File: src/rtl/aes_pkg.sv
// Shared AES definitions for the key-schedule blocks.
// Contents: round count, bus widths, FSM state enum, packed round-key
// layout, rcon lookup and the RotWord step applied after the SBox bank.
package aes_pkg;

  localparam int unsigned AES_NR = 10;
  localparam int unsigned KEY_W  = 128;
  localparam int unsigned WORD_W = 32;
  localparam int unsigned BYTE_W = 8;
  localparam int unsigned IDX_W  = 4;

  typedef enum logic [1:0] {
    IDLE   = 2'd0,
    EXPAND = 2'd1,
    READY  = 2'd2
  } aesStateT;

  // Word 0 sits at the low bits, matching the aesKey/roundKey bus layout.
  typedef struct packed {
    logic [WORD_W-1:0] w3;
    logic [WORD_W-1:0] w2;
    logic [WORD_W-1:0] w1;
    logic [WORD_W-1:0] w0;
  } aesKeyT;

  // Round constant for forward step idx (0..9); out-of-range gives 0.
  function automatic logic [BYTE_W-1:0] rcon(input logic [IDX_W-1:0] idx);
    logic [BYTE_W-1:0] r;
    case (idx)
      4'd0:    r = 8'h01;
      4'd1:    r = 8'h02;
      4'd2:    r = 8'h04;
      4'd3:    r = 8'h08;
      4'd4:    r = 8'h10;
      4'd5:    r = 8'h20;
      4'd6:    r = 8'h40;
      4'd7:    r = 8'h80;
      4'd8:    r = 8'h1b;
      4'd9:    r = 8'h36;
      default: r = 8'h00;
    endcase
    return r;
  endfunction

  // Rotate an already-substituted word right by one byte: byte0 = S(byte1).
  function automatic logic [WORD_W-1:0] rotSub(input logic [WORD_W-1:0] subWord);
    return {subWord[BYTE_W-1:0], subWord[WORD_W-1:BYTE_W]};
  endfunction

endpackage

File: src/rtl/aes_inv_key_round.sv
// One AES-128 key-schedule step, forward or inverse, sharing one 4-byte
// SBox bank between the two directions.
// Ports: invMode (1 = previous round key, 0 = next round key),
//        rconByte (round constant for the step), keyIn (current round key),
//        stepKey_c (resulting round key, combinational).
module aes_inv_key_round
  import aes_pkg::*;
(
  input  logic              invMode,
  input  logic [BYTE_W-1:0] rconByte,
  input  logic [KEY_W-1:0]  keyIn,
  output logic [KEY_W-1:0]  stepKey_c
);

  aesKeyT            cur;
  aesKeyT            nxt;
  logic [WORD_W-1:0] sboxIn;
  logic [WORD_W-1:0] sboxOut;
  logic [WORD_W-1:0] mixWord;

  assign cur = keyIn;

  // Going backwards, the previous w3 is recovered as w3^w2 before substitution.
  assign sboxIn = invMode ? (cur.w3 ^ cur.w2) : cur.w3;

  for (genvar b = 0; b < 4; b++) begin : gSBox
    aesSBox uSBox (
      .sIn    (sboxIn[BYTE_W*b +: BYTE_W]),
      .sOut_c (sboxOut[BYTE_W*b +: BYTE_W])
    );
  end

  assign mixWord = rotSub(sboxOut) ^ {24'h000000, rconByte};

  // Word recurrence: forward chains w0 up to w3, inverse undoes it.
  always_comb begin
    nxt = cur;
    if (invMode) begin
      nxt.w3 = cur.w3 ^ cur.w2;
      nxt.w2 = cur.w2 ^ cur.w1;
      nxt.w1 = cur.w1 ^ cur.w0;
      nxt.w0 = cur.w0 ^ mixWord;
    end else begin
      nxt.w0 = cur.w0 ^ mixWord;
      nxt.w1 = cur.w1 ^ nxt.w0;
      nxt.w2 = cur.w2 ^ nxt.w1;
      nxt.w3 = cur.w3 ^ nxt.w2;
    end
  end

  assign stepKey_c = nxt;

endmodule

File: src/rtl/aes_sbox.sv
// AES forward SBox, one byte, pure combinational table lookup.
// Ports: sIn (byte to substitute), sOut_c (substituted byte).
module aesSBox (
  input  logic [7:0] sIn,
  output logic [7:0] sOut_c
);

  // Entry 0x00 is the most significant byte of the table.
  localparam logic [2047:0] SBOX_TAB = {
    128'h637c777bf26b6fc53001672bfed7ab76,
    128'hca82c97dfa5947f0add4a2af9ca472c0,
    128'hb7fd9326363ff7cc34a5e5f171d83115,
    128'h04c723c31896059a071280e2eb27b275,
    128'h09832c1a1b6e5aa0523bd6b329e32f84,
    128'h53d100ed20fcb15b6acbbe394a4c58cf,
    128'hd0efaafb434d338545f9027f503c9fa8,
    128'h51a3408f929d38f5bcb6da2110fff3d2,
    128'hcd0c13ec5f974417c4a77e3d645d1973,
    128'h60814fdc222a908846eeb814de5e0bdb,
    128'he0323a0a4906245cc2d3ac629195e479,
    128'he7c8376d8dd54ea96c56f4ea657aae08,
    128'hba78252e1ca6b4c6e8dd741f4bbd8b8a,
    128'h703eb5664803f60e613557b986c11d9e,
    128'he1f8981169d98e949b1e87e9ce5528df,
    128'h8ca1890dbfe6426841992d0fb054bb16
  };

  assign sOut_c = SBOX_TAB[{8'hff - sIn, 3'b000} +: 8];

endmodule

File: src/rtl/aes_inv_key_gen.sv
// AES-128 inverse key schedule generator: expands the cipher key forward
// to round key 10 (one round per cycle), then steps back one round key per
// keyNext, 10 down to 0, for the inverse AES core.
// Ports: pClk, sRst (sync, active-high), enable (clock enable),
//        aesKey/keyStart (load key and expand), keyNext (step back),
//        rewind (reload cached round key 10),
//        roundKey/roundIdx/keyValid (current key), busy (expanding).
// Build option: AES_INV_KEY_REWIND_EN adds the round-10 cache used by rewind;
// without it the rewind input is ignored.
module aes_inv_key_gen
  import aes_pkg::*;
(
  input  logic             pClk,
  input  logic             sRst,
  input  logic             enable,
  input  logic [KEY_W-1:0] aesKey,
  input  logic             keyStart,
  input  logic             keyNext,
  input  logic             rewind,
  output logic [KEY_W-1:0] roundKey,
  output logic [IDX_W-1:0] roundIdx,
  output logic             keyValid,
  output logic             busy
);

  aesStateT          state;
  logic [IDX_W-1:0]  cnt;
  logic              invMode_c;
  logic [BYTE_W-1:0] rconSel_c;
  logic [KEY_W-1:0]  stepKey_c;

  // roundKey doubles as the working key register in every state.
  assign invMode_c = (state != EXPAND);
  assign rconSel_c = invMode_c ? rcon(IDX_W'(roundIdx - IDX_W'(1))) : rcon(cnt);

  aes_inv_key_round uRound (
    .invMode   (invMode_c),
    .rconByte  (rconSel_c),
    .keyIn     (roundKey),
    .stepKey_c (stepKey_c)
  );

`ifdef AES_INV_KEY_REWIND_EN
  logic [KEY_W-1:0] cacheKey;
  logic             cacheValid;
  logic             rewindHit_c;

  assign rewindHit_c = rewind && cacheValid && (state != EXPAND);
`else
  logic unusedRewind;

  assign unusedRewind = rewind;
`endif

  // Control FSM, counter, key register and optional round-10 cache.
  always_ff @(posedge pClk) begin
    if (sRst) begin
      state    <= IDLE;
      roundKey <= '0;
      roundIdx <= '0;
      cnt      <= '0;
      keyValid <= 1'b0;
      busy     <= 1'b0;
`ifdef AES_INV_KEY_REWIND_EN
      cacheKey   <= '0;
      cacheValid <= 1'b0;
`endif
    end else if (enable) begin
      if (keyStart) begin
        state    <= EXPAND;
        roundKey <= aesKey;
        roundIdx <= '0;
        cnt      <= '0;
        keyValid <= 1'b0;
        busy     <= 1'b1;
`ifdef AES_INV_KEY_REWIND_EN
        cacheValid <= 1'b0;
`endif
      end
`ifdef AES_INV_KEY_REWIND_EN
      else if (rewindHit_c) begin
        state    <= READY;
        roundKey <= cacheKey;
        roundIdx <= IDX_W'(AES_NR);
        keyValid <= 1'b1;
        busy     <= 1'b0;
      end
`endif
      else begin
        case (state)
          IDLE: begin
          end
          EXPAND: begin
            roundKey <= stepKey_c;
            cnt      <= cnt + IDX_W'(1);
            if (cnt == IDX_W'(AES_NR - 1)) begin
              state    <= READY;
              roundIdx <= IDX_W'(AES_NR);
              keyValid <= 1'b1;
              busy     <= 1'b0;
`ifdef AES_INV_KEY_REWIND_EN
              cacheKey   <= stepKey_c;
              cacheValid <= 1'b1;
`endif
            end
          end
          READY: begin
            if (keyNext) begin
              if (roundIdx != '0) begin
                roundKey <= stepKey_c;
                roundIdx <= roundIdx - IDX_W'(1);
              end else begin
                state    <= IDLE;
                keyValid <= 1'b0;
              end
            end
          end
          default: begin
            state    <= IDLE;
            keyValid <= 1'b0;
            busy     <= 1'b0;
          end
        endcase
      end
    end
  end

endmodule

File: config.mk
export PLATFORM = sky130hd
export DESIGN_NAME = aes_inv_key_gen
export DESIGN_NICKNAME = d
export VERILOG_FILES = /design/src/rtl/aes_pkg.sv /design/src/rtl/aes_inv_key_round.sv /design/src/rtl/aes_sbox.sv /design/src/rtl/aes_inv_key_gen.sv
export SDC_FILE = /design/constraint.sdc
export NUM_CORES = 1
export LEC_CHECK = 0
export BUFFER_PORTS_ARGS = -buffer_cell sky130_fd_sc_hd__buf_2
export CORE_MARGIN = 3
export CORE_UTILIZATION = 45
export DETAILED_ROUTE_END_ITERATION = 6
export PLACE_DENSITY = 0.66
export SETUP_SLACK_MARGIN = 0.02
export SYNTH_ARGS = -nofsm -noshare
export SYNTH_HDL_FRONTEND = slang
export SYNTH_HIERARCHICAL = 1
export SYNTH_SLANG_ARGS = --single-unit
File: constraint.sdc
create_clock -name pClk -period 4.8 [get_ports pClk]
set_clock_uncertainty 0.1 [all_clocks]
set_input_delay 0.24 -clock pClk [delete_from_list [all_inputs] [get_ports pClk]]
set_output_delay 0.24 -clock pClk [all_outputs]
set_load 0.1 [all_outputs]
# Word-level counts from Yosys, hierarchy flattened
# Memories as Yosys holds them, arrays and structs flattened. A register that Yosys moved wholly into a read port is not among the register bits.
# Index checks and enable logic that the tools add are counted.
[word_totals] regBits=140 rom_bits=256 inputBits=134 output_inout_bits=134 memories=2
[mem_list] memory="(no name shown)" depth=16 width=8 read_ports=1 rd_ports_with_merged_regs=1 wr=0 line="aes_pkg.sv:29" source="case (idx)"
[mem_list] memory="(no name shown)" depth=16 width=8 read_ports=1 rd_ports_with_merged_regs=0 wr=0 line="aes_pkg.sv:29"
[op_classes] n_addsub=6 n_eq_ne=10 shifts=4 mux=29 n_bitwise=8 reduce_logical=10
[ops] op="indexed part select 2048 x 12 -> 8 bit, first input constant" count=4
[ops] op="two-way mux 128 bit" count=4
[ops] op="case mux 128 bit (2 select lines)" count=1
[ops] op="bitwise XOR 32 bit" count=7
[ops] op="two-way mux 32 bit" count=1
[ops] op="two-way mux 4 bit" count=8
[ops] op="subtractor 8 bit, first input constant" count=4
[ops] op="bitwise XOR 32 x 8 -> 32 bit" count=1
[ops] op="!= test 3 bit, second input constant" count=4
[ops] op="AND reduction 5 bit" count=2
[ops] op="two-way mux 2 bit" count=4
[ops] op="two-way mux 8 bit" count=1
[ops] op="case mux 4 bit (2 select lines)" count=1
[ops] op="two-way mux 1 bit" count=6
[ops] op="case mux 2 bit (3 select lines)" count=1
[ops] op="adder 4 x 1 -> 4 bit, second input constant" count=1
[ops] op="== test 4 bit, second input constant" count=1
[ops] op="!= test 2 x 1 -> 1 bit, second input constant" count=2
[ops] op="AND reduction 4 bit" count=1
[ops] op="nonzero test 4 bit" count=1
[ops] op="subtractor 4 x 1 -> 4 bit, second input constant" count=1
[ops] op="case mux 1 bit (3 select lines)" count=1
[ops] op="AND reduction 3 bit" count=1
[ops] op="nonzero test 3 bit" count=1
[ops] op="other kinds (8)" count=8

# Depth between registers and ports, before layout
[depth] word_depth=14 depth_mapped=25 depth_no_buf=18

# Cells and area by module
# The synthesis kept the hierarchy.
[modules_own_cells] module="aesSBox" n_inst=4 cells_per_inst=550 area_each_um2=3533.4
[modules_own_cells] module="aes_inv_key_gen" n_inst=1 cells_per_inst=709 area_each_um2=7290.7
[modules_own_cells] module="aes_inv_key_round" n_inst=1 cells_per_inst=438 area_each_um2=3606.0

# Worst setup path after synthesis
# No wires, ideal clock.
[synth_path] path_type="register to register" from="register keyValid (netlist name)" to="register roundKey[110]" t_arrival_ns=5.612 required_ns=4.619 path_slack_ns=-0.993 path_stages_with_launch=25 period_less_slack_ns=5.793 cell_sequence="dfxtp_1 > and2b_2 > inv_2 > buf_6 > buf_2 > buf_4 > buf_6 > nand2_1 > xnor2_1 > buf_2 > inv_1 > ha_1 > or2_2 > clkbuf_1 > o22ai_1 > a311oi_1 > a211oi_1 > a211oi_1 > o22ai_1 > xor2_2 > xnor2_1 > nor2_2 > xnor2_1 > mux2i_1 > a211oi_2"
[synth_lines] element="to (signal assigned)" line="aes_inv_key_gen.sv:71" source="roundKey <= aesKey;"
[synth_lines] element="to (signal assigned)" line="aes_inv_key_gen.sv:94" source="roundKey <= stepKey_c;"
[synth_lines] element="to (signal assigned)" line="aes_inv_key_gen.sv:110" source="roundKey <= stepKey_c;"
[synth_lines] element="to (decl)" line="aes_inv_key_gen.sv:20" source="output logic [KEY_W-1:0] roundKey,"

==> flow_summary_export.csv <==
group,metric,value,unit
sta,slew-limit-headroom,34.3,%
final_layout,syn2layout_area_growth,21.5,%
sta,setup_ws,0.180,ns
sta,final.setup.tns,0,ns
global_route,grt_start_max_net_pins,115,
placed_design,post-dp-hpwl,84200,um
final_layout,post_route_cells_drive_above_1_share,27.1,%
critical_path,critical_path.startpoint_type,"register",
critical_path,regToRegSetupSlack,0.18,ns
detailed_routing,detailed_router_s_first_iteration_violation_count,3962,
final_layout,final_util,55.8,%
clock_network,numClockSinks,147,
logic_synthesis,mappedNetlistArea,25000,um2
sta,post-route-min-period,4.62,ns
placed_design,pre_cts_ws,0.0965,ns
logic_synthesis,postSynth.asyncResetShare,0,%
logic_synthesis,synth-edff-count,0,
logic_synthesis,synth_adder_area_share,3.35,%
placed_design,place.gp.congestion,1.06,
global_route,first_global_vias,27618,
clock_network,cts.reportedPaths.clkPinSlew,0.08,ns
run,cap_violations,0,
die,design.die.area,58500,um2
global_route,antenna_found_initial,3,
detailed_routing,route.detailed.drc,0,
critical_path,critical_path.slowest_cell,"nor2b_1",
die,fp.dieW,242,um
clock_network,worstSkewPairLatency,0.51,ns
logic_synthesis,largest_family_of_logic_cells_by_synthesized_area,"compound AO/OA/AOI/OAI gates",
critical_path,cp_cell_sequence,"and2b_2 > clkinv_8 > buf_4 > nand2_1 > xnor2_4 > buf_4 > ha_2 > buf_4 > nor2b_1 > o21ai_0 > o211ai_1 > o211ai_1 > o21ai_0 > o22ai_1 > xnor2_2 > xnor2_1 > nor2_1 > xnor2_1 > mux2i_1 > a211oi_2",
critical_path,worst_path_largest_cell_delay,0.44,ns
sta,grt_setup_unrepaired,"false",
global_route,grt_first_pass_wirelength,172000,um
global_route,globalRoute.totalOverflow,0,
critical_path,path_max_fanout,18,
sta,timing_worst_slew_pin_value,0.975,ns
global_route,grt_usage,37.2,%
status,run_status,"finished clean",
logic_synthesis,yosys_warnings,6,
detailed_routing,avgRoutedWirePerCell,25.4,um
logic_synthesis,syn_inst,3347,
detailed_routing,ant_nets,0,
logic_synthesis,synth_seq_area_share,11.8,%
die,fp.coreArea,54500,um2
final_layout,layout.nets,3946,
power,power_leakage,11.7,nW
worst_hold_path,min-delay-path-class,"input port to register",
sta,setup-violations-final,0,
final_layout,mostFrequentLayoutCell,"buf_4",
critical_path,worst_path_arrival_time,4.95,ns
sta,finalMaxSlewViolations,0,
power,ir_worst_vdd,0.000348,V
logic_synthesis,synth.net_count,3548,
logic_synthesis,synth_xor_area_share,11.8,%
die,std_cell_rows,85,
final_layout,most-common-layout-cells,"buf_4 (333), nor2_1 (330), buf_2 (264)",
logic_synthesis,synth_compound_gate_area_share,34.6,%
final_layout,final.fill_count,5136,
critical_path,critical_path.top_delay_family,"compound AO/OA/AOI/OAI gates",
sta,timing.final.hold_violations,0,
critical_path,timing.critical_path.required,5.13,ns
critical_path,worstSetupEndpointType,"register",
critical_path,cp.buffers_inverters,4,
clock_network,tritoncts.num_buffers,17,
detailed_routing,route.vias.total,29114,
die,io-pin-count,268,
clock_network,ctsLongestPathBuffers,2,
logic_synthesis,synth.lib_cells_used.distinct,92,
logic_synthesis,mux_share_of_post_synthesis_cell_area,7.30,%
critical_path,timing_worst_setup_path_type,"register to register",
clock_network,cts.root.buffer_cell,"clkbuf_16",
sta,fin_crit_sh,96.3,%
critical_path,path_common_cell,"buf_4",
logic_synthesis,most_used_dff_post_synth,"dfxtp_1",
detailed_routing,routed_wire_length,114000,um
detailed_routing,dr_vias_cell,6.47,
die,die_height,242,um
clock_network,htree_levels,4,
power,p_total,12.6,mW
logic_synthesis,synthesized_flop_and_latch_total,147,
die,initial_utilization,46.0,%
detailed_routing,detailedRoute.firstPassIterationCount,6,
sta,clock.fmax,216,MHz
logic_synthesis,post_synth.cell_area_avg,7.48,um2
final_layout,final_cell_area,30400,um2
logic_synthesis,post_synth_and_or_nand_nor_area_fraction,21.8,%
placed_design,placed_area,28700,um2
placed_design,io_buffers,266,
power,power_density,416,nW/um2
clock_network,cts_tree,"built",
[cells by family (layout without fill, tap and decap cells)]
logic type	after synthesis	in the layout
buffers and inverters	409	820
XOR/XNOR	309	309
AO/OA/AOI/OAI	1178	1178
AND/OR/NAND/NOR	1073	1073
other	0	1
adder cells (fa/ha/maj)	67	67
flip-flops	147	147
multiplexers	164	164
[through the flow]
stage / std cells / hold slack, ns
after global routing: 4498 / 0.0359
after floorplan: 3347 / 0.380
after CTS: 4491 / 0.000652
after detailed placement: 4359 / 0.367
final: 4498 / 0.0247
after global placement: 4359 / 0.370
[worst paths after layout]
kind / from / endpoint / cells after the start
setup / recovery: keyValid / roundKey[102] / 20
hold / removal: aesKey[112] / roundKey[112] / 3
setup reg to reg: keyValid / roundKey[102] / 20
hold reg to reg: busy / busy / 2
[sequential cells by signal, summed over array words and instances, names as in the netlist, named ones only]
signal / flops
busy: 1
state: 1
roundIdx: 4
roundKey: 128
keyValid: 1
cnt: 4
[tightest hold or removal path, delay by kind of cell]
| kind | cells | cell delay (ns) |
|---|---|---|
| compound gates | 1 | 0.08 |
| buf+inv | 1 | 0.10 |
| mux | 1 | 0.15 |
[cell usage after synthesis (20+ instances only)]
| master | instances | area share [%] |
|---|---|---|
| mux2i_1 | 136 | 5.4 |
| buf_4 | 61 | 1.8 |
| xnor2_1 | 265 | 9.3 |
| dfxtp_1 | 147 | 12 |
| o211ai_1 | 53 | 1.6 |
| nand2b_1 | 101 | 2.5 |
| a311oi_1 | 52 | 1.8 |
| a211oi_2 | 110 | 5.5 |
| nand2_1 | 197 | 3.0 |
| nor3_1 | 52 | 1.0 |
| or2_2 | 24 | 0.60 |
| buf_2 | 163 | 3.3 |
| clkbuf_1 | 76 | 1.1 |
| o311ai_0 | 20 | 0.70 |
| and2_1 | 33 | 0.82 |
| o21ai_1 | 28 | 0.56 |
| o31ai_1 | 29 | 0.87 |
| buf_6 | 43 | 1.9 |
| a22oi_1 | 24 | 0.72 |
| nor2_2 | 24 | 0.60 |
| nor2_1 | 333 | 5.0 |
| xor2_2 | 24 | 1.6 |
| a211oi_1 | 70 | 2.1 |
| ha_1 | 67 | 3.3 |
| nor2b_1 | 114 | 2.8 |
| a21oi_1 | 220 | 4.4 |
| o22ai_1 | 55 | 1.4 |
| o21ai_0 | 197 | 3.9 |
| a221oi_1 | 24 | 0.84 |
| nand3_1 | 76 | 1.5 |
| inv_1 | 52 | 0.78 |
| a31oi_1 | 70 | 1.7 |
[report_power, final]
group | switching (mW) | internal (mW)
registers | 0.183 | 1.33
logic | 5.99 | 3.62
clock network | 0.678 | 0.834
[metal layers]
metal  up-vias  part of all wire (%)  track usage (%)
met1     13617                    39             47.4
met3       448                    10             7.58
met5         -                     0                0
met4         0                   5.9             20.8
met2      1966                    45             58.7
li1      13083                     -                -
[final cells by class]
class,instances,area (um2),area share (%)
Timing Repair Buffer,731,5490,18.0
Antenna cell,1,2.50,0.00823
Tap cell,739,925,3.04
Multi-Input combinational cell,2791,20200,66.4
Clock inverter,11,154,0.506
Inverter,57,241,0.794
Clock buffer,21,450,1.48
Sequential cell,147,2950,9.69
[what timing repair did]
item                                    CTS  global route
endpoints found under the setup margin    0            53
setup buffers                             0             6
gates resized for setup                   0            20
hold endpoints to repair                100             0
hold buffers                            100             0
Power figures use the tool's default switching activity.
